<file path="config.mk">
export PLATFORM = sky130hd
export DESIGN_NAME = if_id_ctrl
export DESIGN_NICKNAME = d
export VERILOG_FILES = /design/src/rtl/if_id_ctrl_pkg.sv /design/src/rtl/fe_pc_next.sv /design/src/rtl/if_id_ctrl.sv
export SDC_FILE = /design/constraint.sdc
export NUM_CORES = 1
export LEC_CHECK = 0
export CAP_MARGIN = 20
export CORE_ASPECT_RATIO = 1.75
export CORE_MARGIN = 2
export CORE_UTILIZATION = 45
export CTS_BUF_LIST = sky130_fd_sc_hd__clkbuf_2
export CTS_CLUSTER_DIAMETER = 40
export DETAILED_ROUTE_END_ITERATION = 12
export HOLD_SLACK_MARGIN = 0.1
export PLACE_DENSITY = 0.76
export SKIP_CTS_REPAIR_TIMING = 1
export SYNTH_ARGS = -nofsm -noshare
export SYNTH_HDL_FRONTEND = slang
export SYNTH_SLANG_ARGS = --single-unit
export TNS_END_PERCENT = 100
</file>
<file path="constraint.sdc">
create_clock -name clk -period 2.05 [get_ports clk]
set_clock_uncertainty 0.15 [all_clocks]
set_input_delay 0.41 -clock clk [delete_from_list [all_inputs] [get_ports clk]]
set_output_delay 0.41 -clock clk [all_outputs]
set_load 0.01 [all_outputs]
</file>
<file path="src/rtl/if_id_ctrl_pkg.sv">
// rtl/if_id_ctrl_pkg.sv - shared state encoding and limits for the IF/ID controller
package if_id_ctrl_pkg;

  localparam logic [1:0] ST_IDLE  = 2'd0;
  localparam logic [1:0] ST_RUN   = 2'd1;
  localparam logic [1:0] ST_FLUSH = 2'd2;
  localparam logic [1:0] ST_HALT  = 2'd3;

  localparam int unsigned MAX_INSTR_LEN = 5;
  localparam int unsigned PERF_CNT_W    = 16;

  function automatic logic len_legal(input logic [2:0] len);
    return (len != 3'd0) && (len <= 3'(MAX_INSTR_LEN));
  endfunction

endpackage

</file>
<file path="src/rtl/fe_pc_next.sv">
// rtl/fe_pc_next.sv - next fetch address and instruction-length legality check
module fe_pc_next
  import if_id_ctrl_pkg::*;
(
  input  logic [31:0] pc,
  input  logic [2:0]  len,
  output logic [31:0] pc_next,
  output logic        len_ok
);

  // Illegal lengths still step by one byte so fetch never stalls on a bad length.
  always_comb begin
    len_ok  = len_legal(len);
    pc_next = pc + (len_ok ? {29'd0, len} : 32'd1);
  end

endmodule

</file>
<file path="src/rtl/if_id_ctrl.sv">
// rtl/if_id_ctrl.sv - IF/ID pipeline control: fetch PC, stall/flush, halt, redirect bubbles
// Optional stall/flush event counters are built when IF_ID_CTRL_PERF_EN is defined.
module if_id_ctrl
  import if_id_ctrl_pkg::*;
#(
  parameter logic [31:0] RESET_PC     = 32'h0000_0000,
  parameter int unsigned FLUSH_CYCLES = 1
) (
  input  logic        clk,
  input  logic        rst_n,
  input  logic        fetch_valid,
  input  logic [2:0]  fetch_len,
  input  logic        id_ready,
  input  logic        redirect_valid,
  input  logic [31:0] redirect_pc,
  input  logic        halt_req,
  output logic [31:0] fetch_pc,
  output logic        fetch_en,
  output logic        if_id_stall,
  output logic        if_id_flush,
  output logic        halted,
  output logic        len_err
`ifdef IF_ID_CTRL_PERF_EN
  ,
  output logic [PERF_CNT_W-1:0] stall_cnt,
  output logic [PERF_CNT_W-1:0] flush_cnt
`endif
);

  localparam logic [1:0] FLUSH_INIT = 2'(FLUSH_CYCLES);

  logic [1:0]  state_q, state_d;
  logic [31:0] fetch_pc_q, fetch_pc_d;
  logic [1:0]  bubble_q, bubble_d;
  logic        len_err_q, len_err_d;

  logic [31:0] pc_next;
  logic        len_ok;
  logic        accept;
  logic        redirect_take;

  fe_pc_next u_fe_pc_next (
    .pc      (fetch_pc_q),
    .len     (fetch_len),
    .pc_next (pc_next),
    .len_ok  (len_ok)
  );

  assign accept        = (state_q == ST_RUN) & fetch_valid & id_ready & ~redirect_valid;
  assign redirect_take = redirect_valid & ((state_q == ST_RUN) | (state_q == ST_FLUSH));

  always_comb begin
    state_d    = state_q;
    fetch_pc_d = fetch_pc_q;
    bubble_d   = bubble_q;
    len_err_d  = len_err_q;
    case (state_q)
      ST_IDLE: state_d = ST_RUN;
      ST_RUN, ST_FLUSH: begin
        if (redirect_take) begin
          fetch_pc_d = redirect_pc;
          if (FLUSH_CYCLES == 0) begin
            state_d  = ST_RUN;
            bubble_d = 2'd0;
          end else begin
            state_d  = ST_FLUSH;
            bubble_d = FLUSH_INIT;
          end
        end else if (state_q == ST_RUN) begin
          if (accept) begin
            fetch_pc_d = pc_next;
            if (!len_ok) len_err_d = 1'b1;
          end
          if (halt_req) state_d = ST_HALT;
        end else begin
          // Leave FLUSH on the edge where the bubble count hits zero.
          if (bubble_q <= 2'd1) begin
            bubble_d = 2'd0;
            state_d  = ST_RUN;
          end else begin
            bubble_d = bubble_q - 2'd1;
          end
        end
      end
      ST_HALT: begin
        if (redirect_valid) fetch_pc_d = redirect_pc;
        if (!halt_req) state_d = ST_RUN;
      end
      default: state_d = ST_IDLE;
    endcase
  end

  always_ff @(posedge clk or negedge rst_n) begin
    if (!rst_n) begin
      state_q    <= ST_IDLE;
      fetch_pc_q <= RESET_PC;
      bubble_q   <= 2'd0;
      len_err_q  <= 1'b0;
    end else begin
      state_q    <= state_d;
      fetch_pc_q <= fetch_pc_d;
      bubble_q   <= bubble_d;
      len_err_q  <= len_err_d;
    end
  end

  always_comb begin
    fetch_en    = 1'b0;
    if_id_stall = 1'b0;
    if_id_flush = 1'b1;
    halted      = 1'b0;
    case (state_q)
      ST_RUN: begin
        if (!redirect_valid) begin
          fetch_en    = 1'b1;
          if_id_stall = ~id_ready;
          if_id_flush = 1'b0;
        end
      end
      ST_HALT: halted = 1'b1;
      default: ;
    endcase
  end

  assign fetch_pc = fetch_pc_q;
  assign len_err  = len_err_q;

`ifdef IF_ID_CTRL_PERF_EN
  logic [PERF_CNT_W-1:0] stall_cnt_q, stall_cnt_d;
  logic [PERF_CNT_W-1:0] flush_cnt_q, flush_cnt_d;

  always_comb begin
    stall_cnt_d = stall_cnt_q;
    flush_cnt_d = flush_cnt_q;
    if ((state_q == ST_RUN) && fetch_valid && !id_ready && (stall_cnt_q != '1))
      stall_cnt_d = stall_cnt_q + 1'b1;
    if (redirect_take && (flush_cnt_q != '1))
      flush_cnt_d = flush_cnt_q + 1'b1;
  end

  always_ff @(posedge clk or negedge rst_n) begin
    if (!rst_n) begin
      stall_cnt_q <= '0;
      flush_cnt_q <= '0;
    end else begin
      stall_cnt_q <= stall_cnt_d;
      flush_cnt_q <= flush_cnt_d;
    end
  end

  assign stall_cnt = stall_cnt_q;
  assign flush_cnt = flush_cnt_q;
`endif

endmodule

</file>
==> metrics.md, run 1 <==
| Metric | Value |
|---|---|
| Final HPWL DP | about 6700 microns |
| Via Count | 3385 |
| Most frequent cell after synthesis | dfrtp_1 |
| Total power | 7876 uW |
| Leakage power | between 0.002 and 0.0025 uW |
| Sequential share of the synthesized area | 34.56% |
| Clk slew on worst S/H paths | 0.23 ns |
| RSZ-0062 raised after global routing | true |
| Hold crit path type | input port to flip-flop |
| Iter 0 DRT Violations | between 200 and 300 |
| Number of enable flip-flop cells after synthesis | 0 |
| Gpl congestion | between 0.8 and 0.9 |
| Max-capacitance violation count | 0 |
| ANT cells | 0 |
| DIE HEIGHT | around 110 microns |
| Final #Nets | 517 |
| Asr flop ratio synth | 100.0% |
| Worst EP required | around 2.3 ns |
| H-tree levels | 2 |
| Status | finished with violations |
| Worst slew margin | 65.54% |
| Worst vdd ir | approximately 1 mV |
| Worst hold path stage count | 4 |
| Power per Cell Area | ~1700 nW/um^2 |
| PortBufs | between 70 and 80 |
| Syn Nets | 363 |
| Period minus WS final | 2.247 ns |
| Area grow syn2layout | 74.36% |
| Failing checks | setup timing |
| Num CTS Buffers | 5 |
| Hold violation count in the final report | 0 |
| DIE WIDTH | 62.33 microns |
| Top cells by area, synth | dfrtp_1, a21oi_1, nand2_1 |
| Critical Path End Type | flip-flop |
| Syn Area/Cell | 8.531 sq um |
| Final setup viols | 30 |
| Fmax | about 450 MHz |
| Ports | 78 |
| Number of global-route vias before repair | between 3000 and 4000 |
| R2R depth | 9 |
| Share of layout cells above drive strength 1 | a little under two fifths |
| Clock Root Buffer | clkbuf_2 |
| DP Area | between 3000 and 4000 sq um |
| Gr ovfl total | 0 |
| Clock Latency Late Sink | about 0.44 ns |
| Yosys reg bits | 37 |
| Overall routing resource usage | between 20% and 30% |
| Slew Limit Fails | 0 |
| First-pass GRT wire length | between 10000 and 15000 microns |
| DRT Wirelength | around 11000 microns |
| DR WL/cell | 19.48 microns |
| Num rows | 37 |
| Distinct cells, synth | around 60 |
| Antenna Nets Post-Route | 0 |
| Worst slew pin tran | 0.5168 ns |
| DRT Pass-1 Iters | 5 |
| Clk sinks | 37 |
| Total die area | ~6600 sq um |
| Critical path fanouts, max | 8 |
| Total core area | roughly 5800 sq um |
| CTS tree | done |
| Largest area contributor in the netlist | dfrtp_1 |
| Pre-CTS WS | -0.9515 ns |
| Largest net degree at the start of global routing | 20 |
| Synth top area share | 34.56% |
| WP data arrival | around 2.5 ns |
| Synth Cell Area | between 2000 and 3000 sq um |
| Main synth FF type | dfrtp_1 |
| Starting Density | around 46% |
| Post-route cell area | approximately 4700 sq um |
| Most frequent cells after synthesis | dfrtp_1, nand2_1, a21oi_1, nor2_1, o21ai_0 |
| Drt drc | 0 |
| Slack of the critical path | -0.1972 ns |
| CP Class | flip-flop to flip-flop |
| CP Launch Type | flip-flop |
| Initial antenna violation count | 0 |
| Filler cells | ~370 |
| CTS max path bufs | 2 |
| Ys Warns | 0 |
| Mapped Cells | 314 |
| Final Cycle Share | 109.6% |
| Via density | roughly 6.2 |
## kinds of logic (layout without fill, tap and decap cells)
group                      Yosys count  in the layout  synth area share (%)
DFF                                 37             37                 34.56
and+or+nand+nor                    129            129                 27.56
xor gates and xnor gates             1              1                0.3270
buffers and inverters               33            188                 7.099
adders and majority gates            8              8                 4.017
AOI/OAI and AO/OA                  106            106                 26.44
## per-stage QoR
stage / instances / hold WS [ns] / util (%) / TNS [ns]
detailed placement: 514 / 0.2508 / 68.17 / -24.63
global route: 547 / 0.1888 / 80.07 / -4.764
global placement: 514 / 0.2453 / 68.17 / -22.02
floorplan: 314 / -0.03559 / - / -1.190
CTS: 522 / -0.2230 / 69.26 / -11.96
finish: 547 / 0.1773 / 80.07 / -2.218
## cells in the final DEF (no fill, tap or decap), types with 7 or more instances in the layout
cell type and instances:
dfrtp_1 31, dlymetal6s2s_1 19, nand3_1 13, clkdlybuf4s50_1 53, o21ai_0 11, o21ai_1 7, clkbuf_2 9, buf_6 14
a21oi_1 24, a2bb2oi_1 9, buf_4 69, nor2_1 19, o22ai_1 8, nand4_1 15, inv_1 8, nand2_1 28
## area by class of cell
type                            count  area (sq um)  area share, %
Inverter                           10         37.54         0.8036
Clock inverter                      2         33.78         0.7233
Multi-Input combinational cell    244          1874          40.13
Timing Repair Buffer              170          1664          35.63
Tap cell                           78         97.59          2.089
Clock buffer                        6         30.03         0.6429
Sequential cell                    37         933.4          19.98
## worst paths after layout
kind,start,end,slack (ns)
worst max register to register,state_q[1],fetch_pc[25],-0.20
worst min-delay path,fetch_len[0],len_err,0.18
worst min register to register,len_err,len_err,0.36
worst max-delay path,state_q[1],fetch_pc[25],-0.20
max in group asynchronous,rst_n,fetch_pc[13],0.93
min in group asynchronous,rst_n,fetch_pc[9],0.28
## metal layers
metal | global-route usage (%) | routed length (microns) | vias up
met5 | 0 | 0 | -
met4 | 11.59 | 473 | 0
met3 | 3.175 | 536 | 48
met2 | 51.71 | 5800 | 173
met1 | 29.61 | 3847 | 1655
li1 | - | - | 1509
## critical path, cell delays in order (launching register included)
cell,delay [ns]
dfrtp_1,0.47
buf_6,0.15
ha_4,0.17
and4b_2,0.32
buf_4,0.13
o22a_4,0.19
buf_6,0.14
nand4_1,0.14
o221ai_1,0.23
nand2_1,0.07
## where the power goes
part	switching [uW]	internal (uW)
clock network	277	208
registers	364	1080
logic	2840	3100
total	3480	4390
## sequential cells by signal, indices dropped and copies added (netlist names)
register	cells
state_q	2
len_err	1
fetch_pc	32
bubble_q	2
Power figures use the tool's default switching activity.
==> run 2, diff against run 1 <==
--- a/config.mk
+++ b/config.mk
@@ -8,12 +8,13 @@
 export CAP_MARGIN = 20
 export CORE_ASPECT_RATIO = 1.75
 export CORE_MARGIN = 2
-export CORE_UTILIZATION = 45
+export CORE_UTILIZATION = 40
 export CTS_BUF_LIST = sky130_fd_sc_hd__clkbuf_2
 export CTS_CLUSTER_DIAMETER = 40
 export DETAILED_ROUTE_END_ITERATION = 12
 export HOLD_SLACK_MARGIN = 0.1
-export PLACE_DENSITY = 0.76
+export PLACE_DENSITY = 0.68
+export SETUP_SLACK_MARGIN = 0.05
 export SKIP_CTS_REPAIR_TIMING = 1
 export SYNTH_ARGS = -nofsm -noshare
 export SYNTH_HDL_FRONTEND = slang
==> metrics.md, run 2 (same netlist as run 1, synthesis figures left out) <==
| Metric | Value |
|---|---|
| Critical R2R Launch | state_q[1] (unchanged) |
| Ports | 78 (unchanged) |
| Clock Latency Late Sink | 0.41 ns (was 0.44 ns) |
| Finished Layout Cells | 557 (was 547) |
| Critical Path Source | state_q[1] (unchanged) |
| H-tree levels | 2 (unchanged) |
| Power per Cell Area | 1665 nW/um^2 (was 1686 nW/um^2) |
| Clk sinks | 37 (unchanged) |
| Slack of the critical path | -0.08356 ns (was -0.1972 ns) |
| Most frequent cells in the layout | buf_4, clkdlybuf4s50_1, dfrtp_1, dlymetal6s2s_1, a21oi_1 (was buf_4, clkdlybuf4s50_1, dfrtp_1, nand2_1, a21oi_1) |
| Area grow syn2layout | 79.36% (was 74.36%) |
| Gpl congestion | 0.8408 (was 0.8778) |
| Critical path fanouts, max | 4 (was 8) |
| Overall routing resource usage | 23.88% (was 27.04%) |
| TNS Setup | -0.5548 ns (was -2.218 ns) |
| Clk slew on worst S/H paths | 0.22 ns (was 0.23 ns) |
| Total core area | 6490 sq um (was 5833 sq um) |
| Max FFs per register | 32 (unchanged) |
| Final HPWL DP | 6428 microns (was 6689 microns) |
| CTS tree | done (unchanged) |
| Via density | 5.765 (was 6.188) |
| Worst slew pin tran | 0.5089 ns (was 0.5168 ns) |
| Slew Limit Fails | 0 (unchanged) |
| Share of layout cells above drive strength 1 | 41.89% (was 37.53%) |
| DIE HEIGHT | 112.3 microns (was 106.1 microns) |
| Critical path, cell by cell | buf_6 > ha_4 > and4b_2 > o22ai_4 > or3_4 > nor4_4 > nor3_2 (was buf_6 > ha_4 > and4b_2 > buf_4 > o22a_4 > buf_6 > nand4_1 > o221ai_1 > nand2_1) |
| Fmax | 468.7 MHz (was 445.0 MHz) |
| Critical Path End Type | flip-flop (unchanged) |
| Final #Nets | 523 (was 517) |
| DRT Pass-1 Iters | 5 (unchanged) |
| Number of global-route vias before repair | 2918 (was 3036) |
| Iter 0 DRT Violations | 203 (was 259) |
| Total power | 7998 uW (was 7876 uW) |
| CP top delay family | simple AND/OR/NAND/NOR gates (unchanged) |
| Largest net degree at the start of global routing | 38 (was 20) |
| Period minus WS final | 2.134 ns (was 2.247 ns) |
| Worst slew margin | 66.07% (was 65.54%) |
| CP Class | flip-flop to flip-flop (unchanged) |
| Worst EP required | 2.23 ns (was 2.26 ns) |
| PortBufs | 77 (unchanged) |
| Num rows | 39 (was 37) |
| Antenna Nets Post-Route | 0 (unchanged) |
| Final Cycle Share | 104.1% (was 109.6%) |
| Gr ovfl total | 0 (unchanged) |
| DP Area | 3959 sq um (was 3976 sq um) |
| CTS max path bufs | 2 (unchanged) |
| Failing checks | setup timing (unchanged) |
| Post-route cell area | 4805 sq um (was 4671 sq um) |
| RSZ-0062 raised after global routing | true (unchanged) |
| Largest stage delay, worst path | 0.49 ns (was 0.47 ns) |
| Commonest non-fill, non-tap cell in the layout | buf_4 (unchanged) |
| Cell count after placement | 514 (unchanged) |
| Hold crit path type | input port to flip-flop (unchanged) |
| First-pass GRT wire length | 13940 microns (was 14360 microns) |
| Filler cells | 478 (was 365) |
| Critical-path top delay cell | dfrtp_2 (was dfrtp_1) |
| Total die area | 7393 sq um (was 6611 sq um) |
| Max-capacitance violation count | 0 (unchanged) |
| Drt drc | 0 (unchanged) |
| Via Count | 3211 (was 3385) |
| WP data arrival | 2.31 ns (was 2.46 ns) |
| Starting Density | 41.28% (was 45.92%) |
| Status | finished with violations (unchanged) |
| Number of buffers and inverters on the critical path | 1 (was 3) |
| Num CTS Buffers | 5 (unchanged) |
| Worst Hold Launch | fetch_len[2] (was fetch_len[0]) |
| DRT Wirelength | 10200 microns (was 10660 microns) |
| Leakage power | 0.002112 uW (was 0.002047 uW) |
| Clock Root Buffer | clkbuf_2 (unchanged) |
| Initial antenna violation count | 0 (unchanged) |
| CP Launch Type | flip-flop (unchanged) |
| Worst vdd ir | 0.9034 mV (was 0.9967 mV) |
| ANT cells | 0 (unchanged) |
| Hold violation count in the final report | 0 (unchanged) |
| DIE WIDTH | 65.86 microns (was 62.33 microns) |
| Final setup viols | 13 (was 30) |
| DR WL/cell | 18.32 microns (was 19.48 microns) |
## run 2: cell types whose count changed in the layout (fill, tap and decap cells not counted), sizes merged
cell and change:
bufinv -1, clkbuf -2, clkdlybuf4s50 -8, dlymetal6s2s +7, buf +8, clkinv +2
## run 2: final timing paths
path,end,slack [ns],cells past startpoint
max,fetch_pc[28],-0.08,7
min,len_err,0.21,3
max reg2reg,fetch_pc[28],-0.08,7
min reg2reg,len_err,0.33,2
max in group asynchronous,state_q[1],0.97,3
min in group asynchronous,fetch_pc[3],0.40,3
## run 2: routing by layer
layer	GRT usage [%]	routed length, microns	vias to the layer above	part of all wire [%]
met4	8.056	307	0	3.0
met2	43.03	5649	124	55
met3	2.806	475	27	4.7
met1	28.54	3771	1542	37
li1	-	-	1518	-
met5	0	0	-	0
## run 2: area by class of cell
type                            count  area [sq um]  area share (%)
Clock buffer                        5         25.02          0.5208
Timing Repair Buffer              176          1719           35.78
Tap cell                           82         102.6           2.135
Inverter                           10         37.54          0.7812
Multi-Input combinational cell    244          1974           41.09
Clock inverter                      3         12.51          0.2604
Sequential cell                    37         933.4           19.43
## run 2: metrics by stage
step | hold slack [ns] | setup slack (ns) | util (%)
global placement | 0.2990 | -0.8451 | 61.00
detailed placement | 0.2992 | -0.9527 | 61.00
finish | 0.2089 | -0.08356 | 74.03
CTS | -0.1032 | -0.5129 | 61.58
global route | 0.1909 | -0.1855 | 74.03
floorplan | -0.03559 | -0.2083 | -
## run 2: worst min-delay path: stages
cell	delay (ns)
clkbuf_2	0.11
a21oi_1	0.15
o41ai_1	0.08
## run 2: where the power goes
part	total, uW	internal [uW]	switching (uW)
Sequential	1410	1080	330
Combinational	6240	3270	2970
Clock	344	74.7	270
Total	8000	4420	3570
